[config.mk]
export PLATFORM = sky130hd
export DESIGN_NAME = pixel_condition_pipe_flat
export DESIGN_NICKNAME = d
export VERILOG_FILES = /design/src/rtl/pixel_condition_pipe_if.sv /design/src/rtl/pixel_condition_pipe.sv /design/src/flat_wrapper.sv
export SDC_FILE = /design/constraint.sdc
export NUM_CORES = 1
export LEC_CHECK = 0
export ABC_CLOCK_PERIOD_IN_PS = 5920
export CORE_ASPECT_RATIO = 1.75
export CORE_MARGIN = 3
export CORE_UTILIZATION = 25
export CTS_BUF_LIST = sky130_fd_sc_hd__clkbuf_8
export DETAILED_ROUTE_END_ITERATION = 10
export GPL_TIMING_DRIVEN = 1
export RECOVER_POWER = 25
export SYNTH_ARGS = -nofsm -noshare
export SYNTH_HDL_FRONTEND = slang
export SYNTH_SLANG_ARGS = --single-unit
[constraint.sdc]
create_clock -name clk -period 5.92 [get_ports clk]
set_input_delay 1.776 -clock clk [delete_from_list [all_inputs] [get_ports clk]]
set_output_delay 1.776 -clock clk [all_outputs]
set_load 0.02 [all_outputs]
[src/rtl/pixel_condition_pipe_if.sv]
// rtl/pixel_condition_pipe_if.sv - pixel stream bus into and out of the conditioning pipe
interface pixel_condition_pipe_if #(
    parameter int IN_W  = 16,
    parameter int OUT_W = 10,
    parameter int X_W   = 7,
    parameter int Y_W   = 6
) ();
    logic             in_valid;
    logic [IN_W-1:0]  din;
    logic [X_W-1:0]   x;
    logic [Y_W-1:0]   y;
    logic             dead_pix;
    logic             out_valid;
    logic [OUT_W-1:0] dout;
    logic [X_W-1:0]   out_x;
    logic [Y_W-1:0]   out_y;

    modport master (
        output in_valid, din, x, y, dead_pix,
        input  out_valid, dout, out_x, out_y
    );

    modport slave (
        input  in_valid, din, x, y, dead_pix,
        output out_valid, dout, out_x, out_y
    );
endinterface

[src/rtl/pixel_condition_pipe.sv]
// rtl/pixel_condition_pipe.sv - 2-cycle clamp/scale, dead-pixel fill and test pattern pipe; DEAD_CNT_EN adds dead_count
module pixel_condition_pipe #(
    parameter int IN_W      = 16,
    parameter int OUT_W     = 10,
    parameter int SHIFT     = 1,
    parameter int SAT_TH    = 2045,
    parameter int SAT_VAL   = 1022,
    parameter int DEAD_FILL = 512,
    parameter int X_W       = 7,
    parameter int Y_W       = 6,
    parameter int MARK_X0   = 39,
    parameter int MARK_X1   = 40,
    parameter int MARK_Y0   = 31,
    parameter int MARK_Y1   = 32,
    parameter int MARK_MIN  = 250,
    parameter int MARK_MAX  = 1000,
    parameter int MARK_STEP = 50,
    parameter int TEST_BG   = 10
) (
    input  logic                 clk,
    input  logic                 rst,
    pixel_condition_pipe_if.slave bus,
    input  logic                 frame_start,
    input  logic                 test_req,
    output logic                 test_active,
    output logic [OUT_W-1:0]     marker_level
`ifdef DEAD_CNT_EN
    ,
    output logic [15:0]          dead_count
`endif
);

    if (OUT_W + SHIFT > IN_W) begin : g_bad_width
        $error("pixel_condition_pipe: OUT_W+SHIFT must not exceed IN_W");
    end
    if (IN_W > 31) begin : g_bad_in_w
        $error("pixel_condition_pipe: IN_W must be below 32");
    end
    if (SAT_VAL >= (1 << OUT_W) || DEAD_FILL >= (1 << OUT_W) || TEST_BG >= (1 << OUT_W)) begin : g_bad_const
        $error("pixel_condition_pipe: SAT_VAL/DEAD_FILL/TEST_BG do not fit OUT_W");
    end
    if (MARK_MIN >= (1 << OUT_W) || MARK_MAX >= (1 << OUT_W) || MARK_STEP >= (1 << OUT_W)
        || MARK_X0 >= (1 << OUT_W) || MARK_X1 >= (1 << OUT_W)
        || MARK_Y0 >= (1 << OUT_W) || MARK_Y1 >= (1 << OUT_W)) begin : g_bad_mark
        $error("pixel_condition_pipe: MARK_* constants do not fit OUT_W");
    end

    localparam logic [31:0]      SAT_TH_V    = 32'(SAT_TH);
    localparam logic [OUT_W-1:0] SAT_VAL_V   = OUT_W'(SAT_VAL);
    localparam logic [OUT_W-1:0] DEAD_FILL_V = OUT_W'(DEAD_FILL);
    localparam logic [OUT_W-1:0] TEST_BG_V   = OUT_W'(TEST_BG);
    localparam logic [OUT_W-1:0] MARK_MIN_V  = OUT_W'(MARK_MIN);
    localparam logic [OUT_W-1:0] MARK_MAX_V  = OUT_W'(MARK_MAX);
    localparam logic [OUT_W-1:0] MARK_STEP_V = OUT_W'(MARK_STEP);
    localparam logic [X_W-1:0]   MARK_X0_V   = X_W'(MARK_X0);
    localparam logic [X_W-1:0]   MARK_X1_V   = X_W'(MARK_X1);
    localparam logic [Y_W-1:0]   MARK_Y0_V   = Y_W'(MARK_Y0);
    localparam logic [Y_W-1:0]   MARK_Y1_V   = Y_W'(MARK_Y1);

    // stage 1 registers
    logic             s1_valid_q, s1_valid_d;
    logic [OUT_W-1:0] s1_pix_q,   s1_pix_d;
    logic [X_W-1:0]   s1_x_q,     s1_x_d;
    logic [Y_W-1:0]   s1_y_q,     s1_y_d;
    logic             s1_dead_q,  s1_dead_d;

    // stage 2 / frame state registers
    logic             out_valid_q,    out_valid_d;
    logic [OUT_W-1:0] dout_q,         dout_d;
    logic [X_W-1:0]   out_x_q,        out_x_d;
    logic [Y_W-1:0]   out_y_q,        out_y_d;
    logic [OUT_W-1:0] last_good_q,    last_good_d;
    logic             test_active_q,  test_active_d;
    logic [OUT_W-1:0] marker_level_q, marker_level_d;

    logic [31:0]      din_ext;
    logic [OUT_W-1:0] prev_pix;
    logic             in_mark;

    assign din_ext = 32'(bus.din);

    // Stage 1: clamp overloaded samples, otherwise bit-select scale; hold payload across bubbles
    always_comb begin
        s1_valid_d = bus.in_valid;
        s1_pix_d   = s1_pix_q;
        s1_x_d     = s1_x_q;
        s1_y_d     = s1_y_q;
        s1_dead_d  = s1_dead_q;
        if (bus.in_valid) begin
            s1_pix_d  = (din_ext >= SAT_TH_V) ? SAT_VAL_V : bus.din[OUT_W+SHIFT-1:SHIFT];
            s1_x_d    = bus.x;
            s1_y_d    = bus.y;
            s1_dead_d = bus.dead_pix;
        end
    end

    // Stage 1 register
    always_ff @(posedge clk or posedge rst) begin
        if (rst) begin
            s1_valid_q <= 1'b0;
            s1_pix_q   <= '0;
            s1_x_q     <= '0;
            s1_y_q     <= '0;
            s1_dead_q  <= 1'b0;
        end else begin
            s1_valid_q <= s1_valid_d;
            s1_pix_q   <= s1_pix_d;
            s1_x_q     <= s1_x_d;
            s1_y_q     <= s1_y_d;
            s1_dead_q  <= s1_dead_d;
        end
    end

    // Stage 2: dead fill, test pattern overlay, and frame-boundary mode/marker update.
    // Frame state is read as its old value here, so a frame_start only affects later pixels.
    always_comb begin
        out_valid_d    = s1_valid_q;
        dout_d         = dout_q;
        out_x_d        = out_x_q;
        out_y_d        = out_y_q;
        last_good_d    = last_good_q;
        test_active_d  = test_active_q;
        marker_level_d = marker_level_q;
        prev_pix       = (s1_x_q == '0) ? DEAD_FILL_V : last_good_q;
        in_mark        = (s1_x_q >= MARK_X0_V) && (s1_x_q <= MARK_X1_V)
                      && (s1_y_q >= MARK_Y0_V) && (s1_y_q <= MARK_Y1_V);
        if (s1_valid_q) begin
            out_x_d = s1_x_q;
            out_y_d = s1_y_q;
            if (s1_dead_q) begin
                dout_d = prev_pix;
            end else begin
                dout_d      = s1_pix_q;
                last_good_d = s1_pix_q;
            end
            if (test_active_q) begin
                dout_d = in_mark ? marker_level_q : TEST_BG_V;
            end
        end
        if (frame_start) begin
            test_active_d = test_req;
            if (test_active_q) begin
                marker_level_d = (marker_level_q >= MARK_MAX_V) ? MARK_MIN_V
                                                                : marker_level_q + MARK_STEP_V;
            end
        end
    end

    // Stage 2 and frame state register
    always_ff @(posedge clk or posedge rst) begin
        if (rst) begin
            out_valid_q    <= 1'b0;
            dout_q         <= '0;
            out_x_q        <= '0;
            out_y_q        <= '0;
            last_good_q    <= DEAD_FILL_V;
            test_active_q  <= 1'b0;
            marker_level_q <= MARK_MIN_V;
        end else begin
            out_valid_q    <= out_valid_d;
            dout_q         <= dout_d;
            out_x_q        <= out_x_d;
            out_y_q        <= out_y_d;
            last_good_q    <= last_good_d;
            test_active_q  <= test_active_d;
            marker_level_q <= marker_level_d;
        end
    end

    assign bus.out_valid = out_valid_q;
    assign bus.dout      = dout_q;
    assign bus.out_x     = out_x_q;
    assign bus.out_y     = out_y_q;
    assign test_active   = test_active_q;
    assign marker_level  = marker_level_q;

`ifdef DEAD_CNT_EN
    logic [15:0] dead_acc_q,   dead_acc_d;
    logic [15:0] dead_count_q, dead_count_d;
    logic [15:0] dead_acc_inc;

    // Per-frame dead pixel tally; the snapshot includes a dead pixel leaving stage 2 on the boundary cycle
    always_comb begin
        dead_acc_inc = dead_acc_q;
        if (s1_valid_q && s1_dead_q && (dead_acc_q != 16'hFFFF)) begin
            dead_acc_inc = dead_acc_q + 16'd1;
        end
        dead_acc_d   = dead_acc_inc;
        dead_count_d = dead_count_q;
        if (frame_start) begin
            dead_count_d = dead_acc_inc;
            dead_acc_d   = 16'd0;
        end
    end

    // Dead counter register
    always_ff @(posedge clk or posedge rst) begin
        if (rst) begin
            dead_acc_q   <= 16'd0;
            dead_count_q <= 16'd0;
        end else begin
            dead_acc_q   <= dead_acc_d;
            dead_count_q <= dead_count_d;
        end
    end

    assign dead_count = dead_count_q;
`endif

endmodule

[src/flat_wrapper.sv]
// flat-port wrapper written by rule: the top's interface ports become plain ports
module pixel_condition_pipe_flat 
#(
    parameter int IN_W      = 16,
    parameter int OUT_W     = 10,
    parameter int SHIFT     = 1,
    parameter int SAT_TH    = 2045,
    parameter int SAT_VAL   = 1022,
    parameter int DEAD_FILL = 512,
    parameter int X_W       = 7,
    parameter int Y_W       = 6,
    parameter int MARK_X0   = 39,
    parameter int MARK_X1   = 40,
    parameter int MARK_Y0   = 31,
    parameter int MARK_Y1   = 32,
    parameter int MARK_MIN  = 250,
    parameter int MARK_MAX  = 1000,
    parameter int MARK_STEP = 50,
    parameter int TEST_BG   = 10
)
  (clk, rst, frame_start, test_req, test_active, marker_level, bus_in_valid, bus_din, bus_x, bus_y, bus_dead_pix, bus_out_valid, bus_dout, bus_out_x, bus_out_y);
  pixel_condition_pipe_if #(.IN_W(IN_W), .OUT_W(OUT_W), .X_W(X_W), .Y_W(Y_W)) bus_i ();
  input  logic clk;
  input  logic rst;
  input  logic frame_start;
  input  logic test_req;
  output logic test_active;
  output logic [OUT_W-1:0] marker_level;
  input wire logic [$bits(bus_i.in_valid)-1:0] bus_in_valid;
  input wire logic [$bits(bus_i.din)-1:0] bus_din;
  input wire logic [$bits(bus_i.x)-1:0] bus_x;
  input wire logic [$bits(bus_i.y)-1:0] bus_y;
  input wire logic [$bits(bus_i.dead_pix)-1:0] bus_dead_pix;
  output wire logic [$bits(bus_i.out_valid)-1:0] bus_out_valid;
  output wire logic [$bits(bus_i.dout)-1:0] bus_dout;
  output wire logic [$bits(bus_i.out_x)-1:0] bus_out_x;
  output wire logic [$bits(bus_i.out_y)-1:0] bus_out_y;
  assign bus_i.in_valid = bus_in_valid;
  assign bus_i.din = bus_din;
  assign bus_i.x = bus_x;
  assign bus_i.y = bus_y;
  assign bus_i.dead_pix = bus_dead_pix;
  assign bus_out_valid = bus_i.out_valid;
  assign bus_dout = bus_i.dout;
  assign bus_out_x = bus_i.out_x;
  assign bus_out_y = bus_i.out_y;
  pixel_condition_pipe #(.IN_W(IN_W), .OUT_W(OUT_W), .SHIFT(SHIFT), .SAT_TH(SAT_TH), .SAT_VAL(SAT_VAL), .DEAD_FILL(DEAD_FILL), .X_W(X_W), .Y_W(Y_W), .MARK_X0(MARK_X0), .MARK_X1(MARK_X1), .MARK_Y0(MARK_Y0), .MARK_Y1(MARK_Y1), .MARK_MIN(MARK_MIN), .MARK_MAX(MARK_MAX), .MARK_STEP(MARK_STEP), .TEST_BG(TEST_BG)) u_core (.clk(clk), .rst(rst), .bus(bus_i), .frame_start(frame_start), .test_req(test_req), .test_active(test_active), .marker_level(marker_level));
endmodule
* Yosys cells after proc, flatten, opt, wreduce, memory -nomap -nowiden
Index checks and enable logic that the tools add are counted.
Word-level totals: output and inout bits 35, bits in registers 70, bits in writable memories 0, logic and storage cells 32, memories 0, latch bits 0, bits in read-only memories 0, input port bits 35
Cells by class: equality and inequality tests 0, bitwise operators 1, shifts and indexed selects 0, $add $sub $neg 1, muxes and demuxes 6, reductions and logical operators 6, $mul 0, $lt $le $gt $ge 6, divide/modulo/power cells 0
Operator list (count):
- 2-to-1 mux 10 bit | 6
- >= comparator 16 x 11 -> 1 bit (second input constant) | 1
- adder 10 x 6 -> 10 bit (second input constant) | 1
- >= comparator 10 bit (second input constant) | 1
- >= comparator 7 x 6 -> 1 bit (second input constant) | 1
- less-or-equal comparator 7 x 6 -> 1 bit (second input constant) | 1
- logical NOT 7 bit | 1
- >= comparator 6 x 5 -> 1 bit (second input constant) | 1
- less-or-equal comparator 6 bit (second input constant) | 1
- AND reduction 2 bit | 2
- logical AND 1 bit | 3
- NOT 1 bit | 1

* Depth between registers and ports, before layout
depth after elaboration 6, mapped depth 6, depth with buffers taken out 5

* Least setup slack after synthesis
OpenSTA, ideal clock, no wires.
kind input port to flip-flop, from in bus_in_valid, to reg u_core.s1_x_q[0], data arrival time 2734 ps, stages on the path 3, path buffers 2, data required time 5795 ps, setup slack 3061 ps, path through clkbuf_1 clkbuf_1 mux2_2
RTL lines:
- from (decl) | line flat_wrapper.sv:29 | input wire logic [$bits(bus_i.in_valid)-1:0] bus_in_valid;
- to (signal assigned) | line pixel_condition_pipe.sv:102 | s1_x_q <= '0;
- to (signal assigned) | line pixel_condition_pipe.sv:108 | s1_x_q <= s1_x_d;
- to (decl) | line pixel_condition_pipe.sv:63 | logic [X_W-1:0] s1_x_q, s1_x_d;
No word-level cell between the ends.

* Worst setup path in the final report
from reg u_core.marker_level_q[7] (netlist: u_core.marker_level[7]), to out marker_level[7]
RTL lines:
- from (decl) | line pixel_condition_pipe.sv:74 | logic [OUT_W-1:0] marker_level_q, marker_level_d;
- from (signal assigned) | line pixel_condition_pipe.sv:166 | marker_level_q <= marker_level_d;
- to (decl) | line flat_wrapper.sv:28 | output logic [OUT_W-1:0] marker_level;
No word-level cell between the ends.

==> metrics.cfg <==
[run_status]
outcome=completed

[die]
fp.dieW_um=87.3
chipHeight_um=148
floorplan.rows=51
start_util=0.258
io_pins=70
floorplan.core_area_um2=11200
die_footprint_um2=12900

[final_layout]
share_of_final_layout_standard_cells_stronger_than_drive_strength_1=0.199
final_util=0.345
finish.net_count=338
commonest_cells_after_routing_fill_and_taps_aside=clkdlybuf4s50_1, dfrtp_1, mux2_2
antenna_cells=0
synth_to_layout_area_growth_pct=33.8
fillerInstances=1143
layout_commonest_cell=clkdlybuf4s50_1
layoutNonFillerInstCount=439

[worst_setup_path]
slowest_stage=clkdlybuf4s50_1
cp_max_fo=6
path_buf_inv=1
criticalPathCategory=flop to output port
critPathRequiredTime_ns=4.14
critPathCaptureType=output port
path_depth=1
cells_traversed_along_the_worst_timing_path=clkdlybuf4s50_1
critical_path.startpoint_type=flop
critical_path.top_delay_family=buffers and inverters
worst_path_largest_cell_delay_ns=0.63
r2r.worst_path.cells=3
arrival_time_at_the_worst_endpoint_ns=1.60

[pwr]
internal_power_mw=0.912
clock_power_share=0.260
max-vdd-ir-drop_mv=0.179
combinationalPowerShare=0.264
power.density_cell_area_nw_per_um2=348
tot_pwr_mw=1.35
power_switching_mw=0.434
static-leakage-power_nw=1.49
seqPwrFrac=0.476
switching_share=0.323

[drt]
routed_via_density=4.75
drc=0
drt_iter0_markers=128
via_count=2085
wl_mm=7.50
firstDrtPassIters=4
drt-wirelength-per-cell_um=17.1
route.antenna.remaining_nets=0

[global_routing]
grt_pass1_vias=2340
maximum_number_of_pins_on_one_net_before_global_route_repair=43
first_pass_grt_wire_length_mm=12.0
globalRouteOverflowTotal=0
grt.total_usage=0.123
antenna_found_initial=0

[place]
place.port_buffers=68
place.gp.congestion=0.790
placedCellCount=423
place.detailed.hpwl_mm=5.61

[timing]
hold_viol_final=0
slew_headroom=0.174
report.final.setup_viol=0
timing.clock.skew_ns=0.00862
rsz0062_at_grt=no
timing.hold.ws_ns=0.507
max_slew_vio_count=0
post-route-period-util=0.570
worst_max_slew_pin_slew_ns=1.24
period_needed_ns=3.38
setup_total_negative_slack_ns=0
fmax_mhz=296

[run]
maxCapViolations=0

[cts]
postCtsSetupBuffers=0
cts_hold_repair.buffers=0
tritoncts=yes
max-clock-path-buffers=2
clock_sinks=69
htree_levels=3
numCtsBuffers=9
root_buffer=clkbuf_8
ctsResizeCount=0
clock_network_latency_to_the_later_pin_of_the_worst_skew_pair_ns=0.35
cts.clk_slew.worst_paths_ns=0.07

[hold_path]
min-delay-path-class=flop to flop
worstHoldPathCells=1

[synth]
syn-mean-instance-area_um2=12.5
synth_edf_count=0
proportion_of_register_bits_with_asynchronous_set_or_reset_after_synthesis=1.00
yosys.cell_types.count=38
yosys_warnings=0
postSynthRegisterBits=69
synth_cells=231
syn-cell-area_um2=2890
synthesis.nets=267
synth_seq_area_share=0.600
postSynth.topFlopCell=dfrtp_1

-- final timing paths --
check                                                    from                                 end  slack, ns
setup / recovery           u_core.marker_level[7]$_DFFE_PP1P_                     marker_level[7]       2.54
hold / removal              u_core.last_good_q[3]$_DFFE_PP0P_   u_core.last_good_q[3]$_DFFE_PP0P_       0.51
setup reg to reg                 u_core.out_valid_d$_DFF_PP0_   u_core.last_good_q[4]$_DFFE_PP0P_       3.06
hold reg to reg             u_core.last_good_q[3]$_DFFE_PP0P_   u_core.last_good_q[3]$_DFFE_PP0P_       0.51
max in group asynchronous                                 rst  u_core.marker_level[5]$_DFFE_PP1P_       2.67
min in group asynchronous                                 rst      u_core.s1_pix_q[6]$_DFFE_PP0P_       2.12
-- layout make-up --
type,count,area (µm²),share of cell area
sequential,69,1740,0.448
clock buffer,11,151,0.0391
tap,132,165,0.0427
timing repair buffer,70,696,0.180
inverter,8,30.0,0.00776
multi-input combinational,144,1070,0.275
clock inverter,5,26.3,0.00679
-- cell families (layout without fill, tap and decap cells) --
| family | count (synthesis) | after routing | synth area share |
|---|---|---|---|
| xor gates and xnor gates | 8 | 8 | 0.0242 |
| DFF | 69 | 69 | 0.600 |
| and+or+nand+nor | 58 | 58 | 0.0960 |
| AOI/OAI and AO/OA | 40 | 40 | 0.109 |
| other | 1 | 1 | 0.00130 |
| adders and majority gates | 1 | 1 | 0.00432 |
| muxes | 36 | 36 | 0.140 |
| buffers and inverters | 18 | 94 | 0.0255 |
-- state kept, by name, indices dropped and copies added, names as in the netlist --
register / count
u_core.s1_y_q: 6
u_core.last_good_q: 10
u_core.s1_pix_q: 10
u_core.bus.dout: 10
u_core.out_valid_d: 1
u_core.bus.out_x: 7
u_core.bus.out_valid: 1
u_core.test_active: 1
u_core.s1_dead_q: 1
u_core.bus.out_y: 6
u_core.s1_x_q: 7
u_core.marker_level: 9
-- per-layer routing --
metal / track usage / part of all wire
met1: 0.132 / 0.38
met5: 0 / 0
met2: 0.219 / 0.56
met3: 0.0283 / 0.038
met4: 0.0614 / 0.024
-- worst register-to-register path: cells and delay by family (launching register included) --
family,cells,cell delay [ns]
DFF,1,1.00
and+or+nand+nor,1,0.80
buffers and inverters,1,0.53
muxes,1,0.42
-- Yosys cell counts (all sizes together), types with 3 or more instances --
| cell | number | share of area |
|---|---|---|
| dfrtp | 62 | 0.54 |
| mux2 | 36 | 0.14 |
| nor2 | 20 | 0.026 |
| nand2 | 14 | 0.018 |
| a21oi | 11 | 0.019 |
| o22a | 9 | 0.027 |
| xnor2 | 8 | 0.024 |
| a221o | 7 | 0.024 |
| dfstp | 7 | 0.064 |
| inv | 7 | 0.0091 |
| nand3 | 7 | 0.012 |
| clkbuf | 6 | 0.0078 |
| buf | 4 | 0.0074 |
| nand4 | 4 | 0.0086 |
| o21ai | 4 | 0.0069 |
| a221oi | 3 | 0.015 |
-- stage by stage --
stage	worst slack (ns)	cell area, µm²
final	2.54	3870
after global routing	2.34	3870
after CTS	2.52	3890
after detailed placement	2.60	3710
after global placement	2.65	3710
after floorplan	2.42	2890
-- power groups by stage --
stage	Clock (mW)	Sequential (mW)	Combinational (mW)
3_5_place_dp	0	0.652	0.363
3_3_place_gp	0	0.650	0.358
4_1_cts	0.361	0.643	0.365
5_1_grt	0.380	0.652	0.385
6_report	0.350	0.642	0.355
2_1_floorplan	0	0.689	0.133
Note: power is estimated with default switching activity, not from simulation.
